<file path="config.mk">
export PLATFORM = sky130hd
export DESIGN_NAME = fifo_wr_arbiter
export DESIGN_NICKNAME = d
export VERILOG_FILES = /design/src/rtl/fifo_ctrl_pkg.sv /design/src/rtl/rr_arbiter.sv /design/src/rtl/fifo_wr_arbiter.sv
export SDC_FILE = /design/constraint.sdc
export NUM_CORES = 1
export LEC_CHECK = 0
export ABC_AREA = 0
export BUFFER_PORTS_ARGS = -buffer_cell sky130_fd_sc_hd__buf_2
export CAP_MARGIN = 30
export CELL_PAD_IN_SITES_DETAIL_PLACEMENT = 1
export CELL_PAD_IN_SITES_GLOBAL_PLACEMENT = 2
export CORE_UTILIZATION = 32
export DETAILED_ROUTE_END_ITERATION = 6
export GPL_TIMING_DRIVEN = 1
export PLACE_DENSITY = 0.85
export SKIP_CTS_REPAIR_TIMING = 1
export SLEW_MARGIN = 20
export SYNTH_ARGS = -nofsm -noshare
export SYNTH_HDL_FRONTEND = slang
export SYNTH_SLANG_ARGS = --single-unit
</file>
<file path="constraint.sdc">
create_clock -name wrclk -period 9.1 [get_ports wrclk]
set_input_delay 0.455 -clock wrclk [delete_from_list [all_inputs] [get_ports wrclk]]
set_output_delay 0.455 -clock wrclk [all_outputs]
set_load 0.03 [all_outputs]
</file>
<file path="src/rtl/fifo_ctrl_pkg.sv">
// Shared types and pointer helpers for the asynchronous FIFO controllers.
// The Gray/binary helpers work on a 32-bit container; callers zero-extend
// their ptr_width+1 pointer on the way in and truncate on the way out, so
// the same functions serve any pointer width up to 32 bits.
package fifo_ctrl_pkg;

    typedef enum logic {
        IDLE  = 1'b0,
        BURST = 1'b1
    } wr_state_t;

    localparam int PTR_WIDTH_DEFAULT = 8;
    localparam int DEPTH             = 2 ** PTR_WIDTH_DEFAULT;

    function automatic logic [31:0] bin2gray(input logic [31:0] bin);
        return bin ^ (bin >> 1);
    endfunction

    function automatic logic [31:0] gray2bin(input logic [31:0] gray);
        logic [31:0] bin;
        bin[31] = gray[31];
        for (int i = 30; i >= 0; i--) begin
            bin[i] = bin[i+1] ^ gray[i];
        end
        return bin;
    endfunction

endpackage

</file>
<file path="src/rtl/rr_arbiter.sv">
// Combinational round-robin pick: first requester at or after rr_ptr_i,
// searching cyclically. Returns one-hot and encoded forms of the winner.
module rr_arbiter #(
    parameter int NUM_REQ = 4,
    parameter int IDX_W   = $clog2(NUM_REQ)
) (
    input  logic [NUM_REQ-1:0] req_i,
    input  logic [IDX_W-1:0]   rr_ptr_i,
    output logic [NUM_REQ-1:0] pick_o,
    output logic [IDX_W-1:0]   pick_idx_o,
    output logic               valid_o
);

    // Scan from the priority pointer and keep the first requester found.
    always_comb begin
        int  idx;
        logic found;
        pick_o     = '0;
        pick_idx_o = '0;
        found      = 1'b0;
        idx        = 0;
        for (int i = 0; i < NUM_REQ; i++) begin
            idx = int'(rr_ptr_i) + i;
            if (idx >= NUM_REQ) begin
                idx = idx - NUM_REQ;
            end
            if (!found && req_i[idx]) begin
                found       = 1'b1;
                pick_o[idx] = 1'b1;
                pick_idx_o  = IDX_W'(idx);
            end
        end
        valid_o = found;
    end

endmodule

</file>
<file path="src/rtl/fifo_wr_arbiter.sv">
// Write-domain controller for the asynchronous FIFO: round-robin sharing of
// the single write port with bounded bursts, write pointer ownership and
// full/almost_full generation against the synchronized read pointer.
// Optional feature macro: WR_OVF_CNT_EN (saturating overflow-attempt counter).
//
// state | meaning
// IDLE  | no grant; arbitrate when a request is pending and FIFO not full
// BURST | owner holds the write port until BURST_MAX writes, req drop or full
module fifo_wr_arbiter
    import fifo_ctrl_pkg::*;
#(
    parameter int ptr_width    = 8,
    parameter int data_width   = 8,
    parameter int NUM_REQ      = 4,
    parameter int BURST_MAX    = 4,
    parameter int AFULL_THRESH = 4
) (
    input  logic                          wrclk,
    input  logic                          wr_rst,
    input  logic [NUM_REQ-1:0]            req,
    input  logic [NUM_REQ*data_width-1:0] wdata_in,
    input  logic [ptr_width:0]            rptr_sync,
    output logic [NUM_REQ-1:0]            gnt,
    output logic                          wr_en,
    output logic [ptr_width-1:0]          waddr,
    output logic [data_width-1:0]         wdata,
    output logic [ptr_width:0]            wptr,
    output logic                          full,
    output logic                          almost_full,
    output logic [15:0]                   ovf_cnt
);

    localparam int IDX_W = $clog2(NUM_REQ);
    localparam int CNT_W = $clog2(BURST_MAX + 1);
    localparam int PW    = ptr_width + 1;
    localparam logic [PW:0] FIFO_DEPTH = {1'b0, 1'b1, {ptr_width{1'b0}}};

    wr_state_t          state_q, state_d;
    logic [NUM_REQ-1:0] gnt_q, gnt_d;
    logic [IDX_W-1:0]   owner_q, owner_d;
    logic [IDX_W-1:0]   rr_q, rr_d;
    logic [CNT_W-1:0]   burst_cnt_q, burst_cnt_d;
    logic [PW-1:0]      wbin_q, wbin_d;
    logic [PW-1:0]      wptr_q, wptr_d;
    logic               full_q, full_d;
    logic               afull_q, afull_d;

    logic [NUM_REQ-1:0] arb_pick;
    logic [IDX_W-1:0]   arb_idx;
    logic               arb_valid;
    logic               wr_en_int;
    logic [PW-1:0]      full_target;
    logic [PW-1:0]      rbin;
    logic [PW-1:0]      used;
    logic [PW:0]        free_slots;

    rr_arbiter #(
        .NUM_REQ (NUM_REQ),
        .IDX_W   (IDX_W)
    ) u_rr_arbiter (
        .req_i      (req),
        .rr_ptr_i   (rr_q),
        .pick_o     (arb_pick),
        .pick_idx_o (arb_idx),
        .valid_o    (arb_valid)
    );

    assign wr_en_int = (state_q == BURST) && req[owner_q] && !full_q;

    // Next pointer and flags; flags look at the pointer including this cycle's write.
    always_comb begin
        wbin_d      = wbin_q + PW'(wr_en_int);
        wptr_d      = PW'(bin2gray(32'(wbin_d)));
        full_target = {~rptr_sync[ptr_width:ptr_width-1], rptr_sync[ptr_width-2:0]};
        full_d      = (wptr_d == full_target);
        rbin        = PW'(gray2bin(32'(rptr_sync)));
        used        = wbin_d - rbin;
        free_slots  = FIFO_DEPTH - {1'b0, used};
        afull_d     = (free_slots <= (PW+1)'(AFULL_THRESH));
    end

    // Grant FSM next state: arbitrate in IDLE, count and terminate bursts in BURST.
    always_comb begin
        state_d     = state_q;
        gnt_d       = gnt_q;
        owner_d     = owner_q;
        rr_d        = rr_q;
        burst_cnt_d = burst_cnt_q;
        case (state_q)
            IDLE: begin
                if (arb_valid && !full_q) begin
                    state_d     = BURST;
                    gnt_d       = arb_pick;
                    owner_d     = arb_idx;
                    burst_cnt_d = '0;
                end
            end
            BURST: begin
                if (wr_en_int) begin
                    burst_cnt_d = burst_cnt_q + 1'b1;
                end
                if ((wr_en_int && (burst_cnt_q == CNT_W'(BURST_MAX - 1))) ||
                    !req[owner_q] || full_q) begin
                    state_d = IDLE;
                    gnt_d   = '0;
                    rr_d    = (owner_q == IDX_W'(NUM_REQ - 1)) ? '0 : owner_q + 1'b1;
                end
            end
            default: begin
                state_d = IDLE;
                gnt_d   = '0;
            end
        endcase
    end

    // FSM and arbitration state registers.
    always_ff @(posedge wrclk or posedge wr_rst) begin
        if (wr_rst) begin
            state_q     <= IDLE;
            gnt_q       <= '0;
            owner_q     <= '0;
            rr_q        <= '0;
            burst_cnt_q <= '0;
        end else begin
            state_q     <= state_d;
            gnt_q       <= gnt_d;
            owner_q     <= owner_d;
            rr_q        <= rr_d;
            burst_cnt_q <= burst_cnt_d;
        end
    end

    // Write pointer and status flag registers.
    always_ff @(posedge wrclk or posedge wr_rst) begin
        if (wr_rst) begin
            wbin_q  <= '0;
            wptr_q  <= '0;
            full_q  <= 1'b0;
            afull_q <= 1'b0;
        end else begin
            wbin_q  <= wbin_d;
            wptr_q  <= wptr_d;
            full_q  <= full_d;
            afull_q <= afull_d;
        end
    end

`ifdef WR_OVF_CNT_EN
    logic [15:0] ovf_q;
    logic        ovf_hit;

    assign ovf_hit = full_q && (((state_q == BURST) && req[owner_q]) ||
                                ((state_q == IDLE) && (|req)));

    // Saturating count of write attempts refused because the FIFO is full.
    always_ff @(posedge wrclk or posedge wr_rst) begin
        if (wr_rst) begin
            ovf_q <= '0;
        end else if (ovf_hit && (ovf_q != 16'hFFFF)) begin
            ovf_q <= ovf_q + 16'd1;
        end
    end

    assign ovf_cnt = ovf_q;
`else
    assign ovf_cnt = 16'h0000;
`endif

    assign gnt         = gnt_q;
    assign wr_en       = wr_en_int;
    assign waddr       = wbin_q[ptr_width-1:0];
    assign wdata       = wdata_in[owner_q*data_width +: data_width];
    assign wptr        = wptr_q;
    assign full        = full_q;
    assign almost_full = afull_q;

endmodule

</file>
==> results_dict.tcl, run 1 <==
set metrics [dict create \
    status "completed" \
    wl_per_cell_um 14.8 \
    groute.usage.overall 0.164 \
    grt_start_max_net_pins 32 \
    yosysTopAreaCellShare 0.308 \
    worst_r2r_path_depth 17 \
    final_common_cell "sky130_fd_sc_hd__buf_2" \
    fin_tns_setup_ns 0 \
    path_delay_family "adder cells" \
    core_region_area_mm2 0.00741 \
    post_synthesis_share_of_cell_area_spent_on_full_adders_half_adders_and_majority_gates 0.0919 \
    hold_fails_final_rpt 0 \
    share_of_synthesized_area_occupied_by_flip_flops_and_latches 0.308 \
    worst_path_most_repeated_cell "sky130_fd_sc_hd__ha_1" \
    timing.final.setup_violations 0 \
    yosys_warnings 0 \
    power_frac_clock 0.097 \
    synth_top_area_cell "sky130_fd_sc_hd__dfrtp_1" \
    synth.lib_cells_used.distinct 50 \
    drc 0 \
    rows 31 \
    p_sw_mw 0.573 \
    p_seq_frac 0.224 \
    netlist_instances 249 \
    async_reset_ff_frac 1.00 \
    syn_to_final_growth_pct 21.4 \
    timing.rr.end "almost_full" \
    worstMarginPinSlew_ns 0.630 \
    synth-edff-count 0 \
    final_design_area_excluding_fillers_mm2 0.00306 \
    vias_per_cell 4.88 \
    cp_num_buf_inv 2 \
    highest_count_cells_in_the_layout_ignoring_fill_and_taps "sky130_fd_sc_hd__buf_2 (78), sky130_fd_sc_hd__dfrtp_1 (31), sky130_fd_sc_hd__xnor2_1 (26)" \
    cell_internal_pwr_mw 0.555 \
    layout-drive-gt1-share 0.338 \
    post-dp-hpwl_um 5190 \
    worst_setup_hold_path_clk_slew_ns 0.07 \
    synthXorXnorAreaFrac 0.152 \
    clk_latency_ns 0.29 \
    postPlaceCellArea_mm2 0.00296 \
    worst_clock_skew_ns 0.00711 \
    detail-route-antenna-nets 0 \
    cts-root-buf "sky130_fd_sc_hd__clkbuf_8" \
    post_synth_instance_area_mm2 0.00252 \
    synth_mux_area_frac 0.132 \
    largest_family_of_logic_cells_by_synthesized_area "XOR/XNOR gates" \
    cp-end-kind "register" \
    drt-initial-drc-count 59 \
    postSynth.topFlopCell "sky130_fd_sc_hd__dfrtp_1" \
    finish.net_count 394 \
    setup.reg_to_reg.worst_slack_ns 4.53 \
    maximum_fanout_along_the_worst_path 12 \
    post-route-min-period_ns 4.57 \
    worst_slew_margin_relative_to_its_limit 0.580 \
    max-clock-path-buffers 2 \
    finalPower_mw 1.13 \
    powerDensity_mw_per_mm2 369 \
    ios 95 \
    via_count 2099 \
    tritoncts_clock_tree "yes" \
    h_tree_levels 2 \
    synth_area_leaders "sky130_fd_sc_hd__dfrtp_1 (31%), sky130_fd_sc_hd__mux4_2 (11%), sky130_fd_sc_hd__xnor2_1 (9.0%)" \
    final_core_utilization 0.412 \
    vdd_drop_max_mv 0.179 \
    drt_pre_antenna_iters 3 \
    critPathArrivalTime_ns 4.79 \
    cts_inserted_buffers 5 \
    nFillCells 908 \
    yosys.area_share.simple 0.108 \
    synth_area_in_compound_gates 0.128 \
    worst_r2r_startpoint "owner_q[0]" \
    worst_path_largest_cell_delay_ns 0.75 \
    max_cap_violations 0 \
    static-leakage-power_nw 1.46 \
    grt_first_pass_wirelength_um 10800 \
    die_area_mm2 0.00823 \
    place_congestion 0.792 \
    hold_path_class "input port to asynchronous set/reset pin" \
    cp_cell_sequence "mux4_2 -> nand2b_1 -> inv_1 -> nand2_1 -> inv_1 -> ha_1 -> ha_1 -> xor2_1 -> ha_1 -> nor2b_1 -> o21ai_0 -> nand2b_1 -> maj3_2 -> a21oi_2 -> xnor2_1 -> or3_1 -> mux2i_1" \
    comb_power_share 0.679 \
    buffer_ports.inserted 78 \
    grt_pass1_vias 2219 \
    die-width_um 90.7 \
    crit_type "register to register" \
    setup_repair_after_global_routing_missed_its_margin "no" \
    crit_slowest_cell "sky130_fd_sc_hd__dfrtp_1" \
    clkSinkCount 31 \
    detail_route.wirelength_um 6370 \
    synth_seq_cells 31 \
    start_util 0.340 \
    initial_antenna_violation_count 0 \
    overflow 0 \
    final-max-slew-violation-count 0 \
    layout_worst_path_cycle_share 0.503 \
    die-height_um 90.7 \
    max_clock_freq_ghz 0.219 \
    worstPathRequired_ns 9.32 \
    antenna_cells_inserted 0 \
    worstSetupStartpointType "register" \
    p_sw_frac 0.508 \
    avgSynthCellArea_um2 10.1 \
]
cell families after synthesis:
group | count (synthesis)
and+or+nand+nor | 56
AOI/OAI and AO/OA | 49
xor gates and xnor gates | 40
buffers and inverters | 36
DFF | 31
adders and majority gates | 18
muxes | 18
other | 1
power groups by stage:
stage          Sequential [mW]  Combinational [mW]  Clock [mW]
2_1_floorplan            0.288               0.557           0
3_3_place_gp             0.255               0.742           0
3_5_place_dp             0.257               0.766           0
4_1_cts                  0.255               0.770       0.114
5_1_grt                  0.264               0.846       0.121
6_report                 0.253               0.766       0.110
registers in the layout, summed over array words and instances (netlist names):
signal       cells
wptr             8
gnt              4
wbin_q           9
almost_full      1
full             1
state_q          1
burst_cnt_q      3
owner_q          2
rr_q             2
worst max-delay path by stage:
stage	startpoint	end	slack, ns	cells past startpoint
2_1_floorplan	owner_q[1]	almost_full	5.05	18
3_3_place_gp	owner_q[0]	almost_full	4.67	17
3_5_place_dp	owner_q[0]	almost_full	4.48	17
4_1_cts	owner_q[0]	almost_full	4.47	17
5_1_grt	owner_q[0]	almost_full	4.10	17
6_report	owner_q[0]	almost_full	4.53	17
final cells by class:
class / count / area, µm² / area share
Inverter: 14 / 52.6 / 0.0172
Tap cell: 99 / 124 / 0.0405
Clock inverter: 3 / 20.0 / 0.00655
Clock buffer: 5 / 68.8 / 0.0225
Timing Repair Buffer: 81 / 413 / 0.135
Multi-Input combinational cell: 197 / 1600 / 0.524
Sequential cell: 31 / 776 / 0.254
cells in the mapped netlist (all sizes together) (4+ instances only):
| cell | number |
|---|---|
| buf | 18 |
| dfrtp | 31 |
| nand3 | 15 |
| ha | 16 |
| nand2 | 12 |
| mux2i | 4 |
| a221oi | 4 |
| inv | 14 |
| mux4 | 12 |
| a22oi | 5 |
| xnor2 | 26 |
| a21oi | 9 |
| nor2 | 17 |
| o21ai | 16 |
| clkbuf | 4 |
| xor2 | 12 |
metrics by stage:
| stage | hold WS, ns | setup slack [ns] | std cells |
|---|---|---|---|
| floorplan | 0.467 | 5.05 | 264 |
| global placement | 0.475 | 4.67 | 421 |
| detailed placement | 0.490 | 4.48 | 421 |
| CTS | 0.277 | 4.47 | 429 |
| global route | 0.292 | 4.10 | 430 |
| finish | 0.263 | 4.53 | 430 |
per-layer routing:
layer,part of all wire,vias to the layer above,track usage
met5,0,-,0
met4,0.011,0,0.0403
met3,0.029,6,0.0261
met2,0.54,41,0.302
met1,0.42,1036,0.197
li1,-,1016,-
worst reg2reg max path, delay by kind of cell, from the launching register on:
| kind | cells | cell delay, ns |
|---|---|---|
| XOR/XNOR | 2 | 0.54 |
| buffers and inverters | 2 | 0.14 |
| multiplexers | 2 | 0.70 |
| AO/OA/AOI/OAI | 2 | 0.29 |
| adder cells (fa/ha/maj) | 4 | 1.15 |
| flip-flops | 1 | 0.75 |
| AND/OR/NAND/NOR | 5 | 0.93 |
No activity file was read; power rests on OpenSTA's default activity.
==> run 2, diff against run 1 <==
--- a/config.mk
+++ b/config.mk
@@ -10,10 +10,10 @@
 export CAP_MARGIN = 30
 export CELL_PAD_IN_SITES_DETAIL_PLACEMENT = 1
 export CELL_PAD_IN_SITES_GLOBAL_PLACEMENT = 2
-export CORE_UTILIZATION = 32
+export CORE_UTILIZATION = 29
 export DETAILED_ROUTE_END_ITERATION = 6
 export GPL_TIMING_DRIVEN = 1
-export PLACE_DENSITY = 0.85
+export PLACE_DENSITY = 0.77
 export SKIP_CTS_REPAIR_TIMING = 1
 export SLEW_MARGIN = 20
 export SYNTH_ARGS = -nofsm -noshare
==> constraint.sdc (replaced) <==
create_clock -name wrclk -period 4.5 [get_ports wrclk]
set_input_delay 0.225 -clock wrclk [delete_from_list [all_inputs] [get_ports wrclk]]
set_output_delay 0.225 -clock wrclk [all_outputs]
set_load 0.03 [all_outputs]
==> results_dict.tcl, run 2 (synthesis results as in run 1) <==
set metrics [dict create \
    cell_internal_pwr_mw 1.14 \
    die-height_um 95.2 \
    detail_route.wirelength_um 6360 \
    multi_input_area_mm2 0.00160 \
    worst_r2r_startpoint "owner_q[1]" \
    start_util 0.303 \
    layout-drive-gt1-share 0.341 \
    grt_first_pass_wirelength_um 9930 \
    syn_to_final_growth_pct 22.7 \
    worst_r2r_path_depth 17 \
    min_delay_worst_endpoint "full" \
    setup.reg_to_reg.worst_slack_ns 0.54 \
    p_seq_frac 0.214 \
    tritoncts_clock_tree "yes" \
    clkSinkCount 31 \
    die-width_um 95.2 \
    ios 95 \
    overflow 0 \
    crit_slowest_cell "sky130_fd_sc_hd__dfrtp_1" \
    buffer_ports.inserted 78 \
    vdd_drop_max_mv 0.283 \
    max_clock_freq_ghz 0.252 \
    cp-end-kind "register" \
    nFillCells 987 \
    antenna_cells_inserted 0 \
    maximum_fanout_along_the_worst_path 11 \
    post-dp-hpwl_um 5250 \
    vias_per_cell 4.79 \
    number_of_flip_flops_under_the_largest_register_name 9 \
    h_tree_levels 2 \
    timing.rr.end "almost_full" \
    grt_start_max_net_pins 27 \
    static-leakage-power_nw 1.48 \
    drt-initial-drc-count 33 \
    cts-root-buf "sky130_fd_sc_hd__clkbuf_8" \
    largest-register "wbin_q" \
    grt_pass1_vias 2104 \
    sequential_cell_area_um2 776 \
    cts_inserted_buffers 5 \
    hold_fails_final_rpt 0 \
    timing.hold.worst_path_depth 3 \
    p_sw_frac 0.506 \
    timing.final.setup_violations 0 \
    p_sw_mw 1.17 \
    critPathArrivalTime_ns 4.17 \
    worst_path_largest_cell_delay_ns 0.59 \
    comb_power_share 0.691 \
    groute.usage.overall 0.140 \
    core_region_area_mm2 0.00830 \
    worst_slew_margin_relative_to_its_limit 0.603 \
    rows 33 \
    final_core_utilization 0.372 \
    drc 0 \
    status "completed" \
    setup_repair_after_global_routing_missed_its_margin "no" \
    finish.net_count 397 \
    clk_latency_ns 0.28 \
    fin_tns_setup_ns 0 \
    hold_path_class "input port to register" \
    powerDensity_mw_per_mm2 747 \
    initial_antenna_violation_count 0 \
    detail-route-antenna-nets 0 \
    place_congestion 0.793 \
    post-route-min-period_ns 3.96 \
    final-max-slew-violation-count 0 \
    wl_per_cell_um 14.5 \
    worst_path_most_repeated_cell "sky130_fd_sc_hd__inv_1" \
    worst_setup_hold_path_clk_slew_ns 0.07 \
    cp_cell_sequence "mux4_2 -> nand2b_1 -> inv_1 -> nand2_1 -> inv_1 -> ha_1 -> nand3_1 -> xor2_1 -> inv_1 -> ha_1 -> o21ai_0 -> nand2b_1 -> maj3_2 -> a21oi_2 -> xnor2_1 -> or3_1 -> mux2i_1" \
    worstMarginPinSlew_ns 0.592 \
    crit_type "register to register" \
    worstSetupStartpointType "register" \
    layout_worst_path_cycle_share 0.881 \
    min_from "rptr_sync[7]" \
    die_area_mm2 0.00906 \
    power_frac_clock 0.095 \
    worst_clock_skew_ns 0.00543 \
    final_common_cell "sky130_fd_sc_hd__buf_2" \
    max_cap_violations 0 \
    worstPathRequired_ns 4.71 \
    max-clock-path-buffers 2 \
    highest_count_cells_in_the_layout_ignoring_fill_and_taps "sky130_fd_sc_hd__buf_2 (78), sky130_fd_sc_hd__dfrtp_1 (31), sky130_fd_sc_hd__xnor2_1 (26)" \
    drt_pre_antenna_iters 4 \
    via_count 2101 \
]
[run 2: cell count changes in the layout (fill, tap and decap cells not counted)]
cell,delta
sky130_fd_sc_hd__buf_4,+2
sky130_fd_sc_hd__dlygate4sd3_1,+1
[run 2: power groups by stage]
stage	Clock (mW)	Sequential (mW)	Combinational, mW
floorplan	0	0.583	1.13
global route	0.240	0.513	1.78
global placement	0	0.499	1.56
detailed placement	0	0.502	1.61
finish	0.219	0.494	1.59
CTS	0.228	0.496	1.61
[run 2: worst max-delay path, delay by kind of cell, from the launching register on]
kind | cells | cell delay, ns
AOI/OAI and AO/OA | 2 | 0.24
xor gates and xnor gates | 2 | 0.46
adders and majority gates | 3 | 0.90
buffers and inverters | 3 | 0.24
DFF | 1 | 0.59
muxes | 2 | 0.51
and+or+nand+nor | 5 | 0.95
[run 2: metrics by stage]
stage | hold slack (ns) | setup WS [ns] | power, mW | instance area [µm²] | std cells
4_1_cts | -0.152 | 0.455 | 2.34 | 3080 | 438
2_1_floorplan | 0.329 | 0.450 | 1.71 | 2570 | 264
3_3_place_gp | 0.161 | 0.555 | 2.06 | 2990 | 430
6_report | 0.358 | 0.536 | 2.31 | 3090 | 439
3_5_place_dp | 0.156 | 0.401 | 2.11 | 2990 | 430
5_1_grt | 0.370 | 0.167 | 2.53 | 3090 | 439
[run 2: how the worst max path moves through the flow]
stage | to | slack, ns | depth (start not counted) | start
4_1_cts | almost_full | 0.46 | 17 | owner_q[1]
6_report | almost_full | 0.54 | 17 | owner_q[1]
3_5_place_dp | almost_full | 0.40 | 17 | rptr_sync[8]
5_1_grt | almost_full | 0.17 | 17 | owner_q[1]
2_1_floorplan | almost_full | 0.45 | 18 | owner_q[1]
3_3_place_gp | almost_full | 0.56 | 17 | rptr_sync[8]
[run 2: layout make-up]
type,count,share of cell area
Tap cell,105,0.0425
Multi-Input combinational cell,197,0.519
Timing Repair Buffer,84,0.142
Clock inverter,3,0.00648
Inverter,14,0.0170
Sequential cell,31,0.251
Clock buffer,5,0.0223
[run 2: per-layer routing]
layer | wire length [µm] | vias to the layer above | track usage | share of wire
li1 | - | 1023 | - | -
met1 | 2720 | 1023 | 0.169 | 0.43
met2 | 3360 | 48 | 0.264 | 0.53
met3 | 204 | 7 | 0.0128 | 0.032
met4 | 69 | 0 | 0.0379 | 0.011
met5 | 0 | - | 0 | 0
==> run 3, diff against run 2 <==
--- a/config.mk
+++ b/config.mk
@@ -10,10 +10,10 @@
 export CAP_MARGIN = 30
 export CELL_PAD_IN_SITES_DETAIL_PLACEMENT = 1
 export CELL_PAD_IN_SITES_GLOBAL_PLACEMENT = 2
-export CORE_UTILIZATION = 29
+export CORE_UTILIZATION = 32
 export DETAILED_ROUTE_END_ITERATION = 6
 export GPL_TIMING_DRIVEN = 1
-export PLACE_DENSITY = 0.77
+export PLACE_DENSITY = 0.85
 export SKIP_CTS_REPAIR_TIMING = 1
 export SLEW_MARGIN = 20
 export SYNTH_ARGS = -nofsm -noshare
==> constraint.sdc (replaced) <==
create_clock -name wrclk -period 4.95 [get_ports wrclk]
set_input_delay 0.2475 -clock wrclk [delete_from_list [all_inputs] [get_ports wrclk]]
set_output_delay 0.2475 -clock wrclk [all_outputs]
set_load 0.03 [all_outputs]
==> results_dict.tcl, run 3 (synthesis results as in run 1) <==
set metrics [dict create \
    setup_repair_after_global_routing_missed_its_margin "no" \
    h_tree_levels 2 \
    finish.net_count 395 \
    syn_to_final_growth_pct 21.9 \
    core_region_area_mm2 0.00741 \
    final-max-slew-violation-count 0 \
    grt_pass1_vias 2239 \
    crit_slowest_cell "sky130_fd_sc_hd__dfrtp_1" \
    start_util 0.340 \
    initial_antenna_violation_count 0 \
    vdd_drop_max_mv 0.307 \
    detail_route.wirelength_um 6290 \
    cp-end-kind "register" \
    overflow 0 \
    max_cap_violations 0 \
    via_count 2109 \
    static-leakage-power_nw 1.48 \
    rows 31 \
    detail-route-antenna-nets 0 \
    final_core_utilization 0.414 \
    worst_path_most_repeated_cell "sky130_fd_sc_hd__ha_1" \
    drc 0 \
    grt_start_max_net_pins 27 \
    wl_per_cell_um 14.6 \
    worstMarginPinSlew_ns 0.621 \
    ios 95 \
    antenna_cells_inserted 0 \
    worst_slew_margin_relative_to_its_limit 0.586 \
    powerDensity_mw_per_mm2 675 \
    crit_type "register to register" \
    buffer_ports.inserted 78 \
    die-height_um 90.7 \
    grt_first_pass_wirelength_um 10700 \
    post-dp-hpwl_um 5230 \
    die_area_mm2 0.00823 \
    fin_tns_setup_ns 0 \
    nFillCells 874 \
    timing.final.setup_violations 0 \
    vias_per_cell 4.90 \
    final_common_cell "sky130_fd_sc_hd__buf_2" \
    groute.usage.overall 0.159 \
    critPathArrivalTime_ns 4.42 \
    drt-initial-drc-count 34 \
    max_clock_freq_ghz 0.238 \
    cts_inserted_buffers 5 \
    clkSinkCount 31 \
    worstSetupStartpointType "register" \
    cts-root-buf "sky130_fd_sc_hd__clkbuf_8" \
    worst_setup_hold_path_clk_slew_ns 0.07 \
    status "completed" \
    max-clock-path-buffers 2 \
    post-route-min-period_ns 4.21 \
    worst_r2r_path_depth 17 \
    timing.hold.worst_path_depth 3 \
    tritoncts_clock_tree "yes" \
    highest_count_cells_in_the_layout_ignoring_fill_and_taps "sky130_fd_sc_hd__buf_2 (78), sky130_fd_sc_hd__dfrtp_1 (31), sky130_fd_sc_hd__xnor2_1 (26)" \
    worst_clock_skew_ns 0.0113 \
    largest-register "wbin_q" \
    clk_latency_ns 0.29 \
    number_of_flip_flops_under_the_largest_register_name 9 \
    hold_path_class "input port to register" \
    layout-drive-gt1-share 0.338 \
    worstPathRequired_ns 5.17 \
    layout_worst_path_cycle_share 0.850 \
    hold_fails_final_rpt 0 \
    worst_path_largest_cell_delay_ns 0.60 \
    die-width_um 90.7 \
    place_congestion 0.775 \
    drt_pre_antenna_iters 4 \
    cp_cell_sequence "mux4_2 -> nand2b_1 -> inv_1 -> nand2_1 -> inv_1 -> ha_1 -> ha_1 -> xor2_1 -> ha_1 -> nor2b_1 -> o21ai_0 -> nand2b_1 -> maj3_2 -> a21oi_2 -> xnor2_1 -> or3_1 -> mux2i_1" \
    maximum_fanout_along_the_worst_path 11 \
]
run 3: final cells by class:
cell class	instances	area [µm²]	area share
Inverter	14	52.6	0.0171
Multi-Input combinational cell	197	1610	0.523
Sequential cell	31	776	0.253
Clock inverter	1	5.00	0.00163
Clock buffer	6	82.6	0.0269
Timing Repair Buffer	82	423	0.138
Tap cell	99	124	0.0404
run 3: path summary, 6_finish.rpt:
kind                                   start           to  slack [ns]
worst max-delay path              owner_q[1]  almost_full        0.74
worst max register to register    owner_q[1]  almost_full        0.74
min in group asynchronous             wr_rst    wbin_q[7]        0.42
max in group asynchronous             wr_rst       gnt[0]        3.90
worst min register to register        gnt[0]       gnt[0]        0.49
worst min-delay path            rptr_sync[7]         full        0.36
run 3: through the flow:
stage               power, mW  cells  hold slack [ns]  instance area, µm²  setup slack (ns)
finish                   2.07    430            0.361                3070             0.743
global route             2.27    430            0.393                3070             0.330
CTS                      2.09    429           -0.124                3050             0.721
detailed placement       1.88    422            0.192                2970             0.708
global placement         1.84    422            0.175                2970             0.898
floorplan                1.55    264            0.351                2570             0.900
run 3: layer usage:
metal,part of all wire,vias up,track usage,wire length [µm]
met5,0,-,0,0
met4,0.014,0,0.0457,86
met3,0.027,7,0.0210,169
met2,0.54,44,0.303,3390
met1,0.42,1042,0.184,2650
li1,-,1016,-,-
run 3: power by group:
part / switching, mW / internal (mW) / leakage [nW]
sequential: 0.0981 / 0.349 / 0.399
clock: 0.0957 / 0.109 / 0.0470
combinational: 0.846 / 0.574 / 1.03
run 3: worst max-delay path, delay by kind of cell, from the launching register on:
kind	cells	cell delay, ns
multiplexers	2	0.51
flip-flops	1	0.60
AO/OA/AOI/OAI	2	0.30
AND/OR/NAND/NOR	5	0.93
adder cells (fa/ha/maj)	4	1.13
buffers and inverters	2	0.14
XOR/XNOR	2	0.51
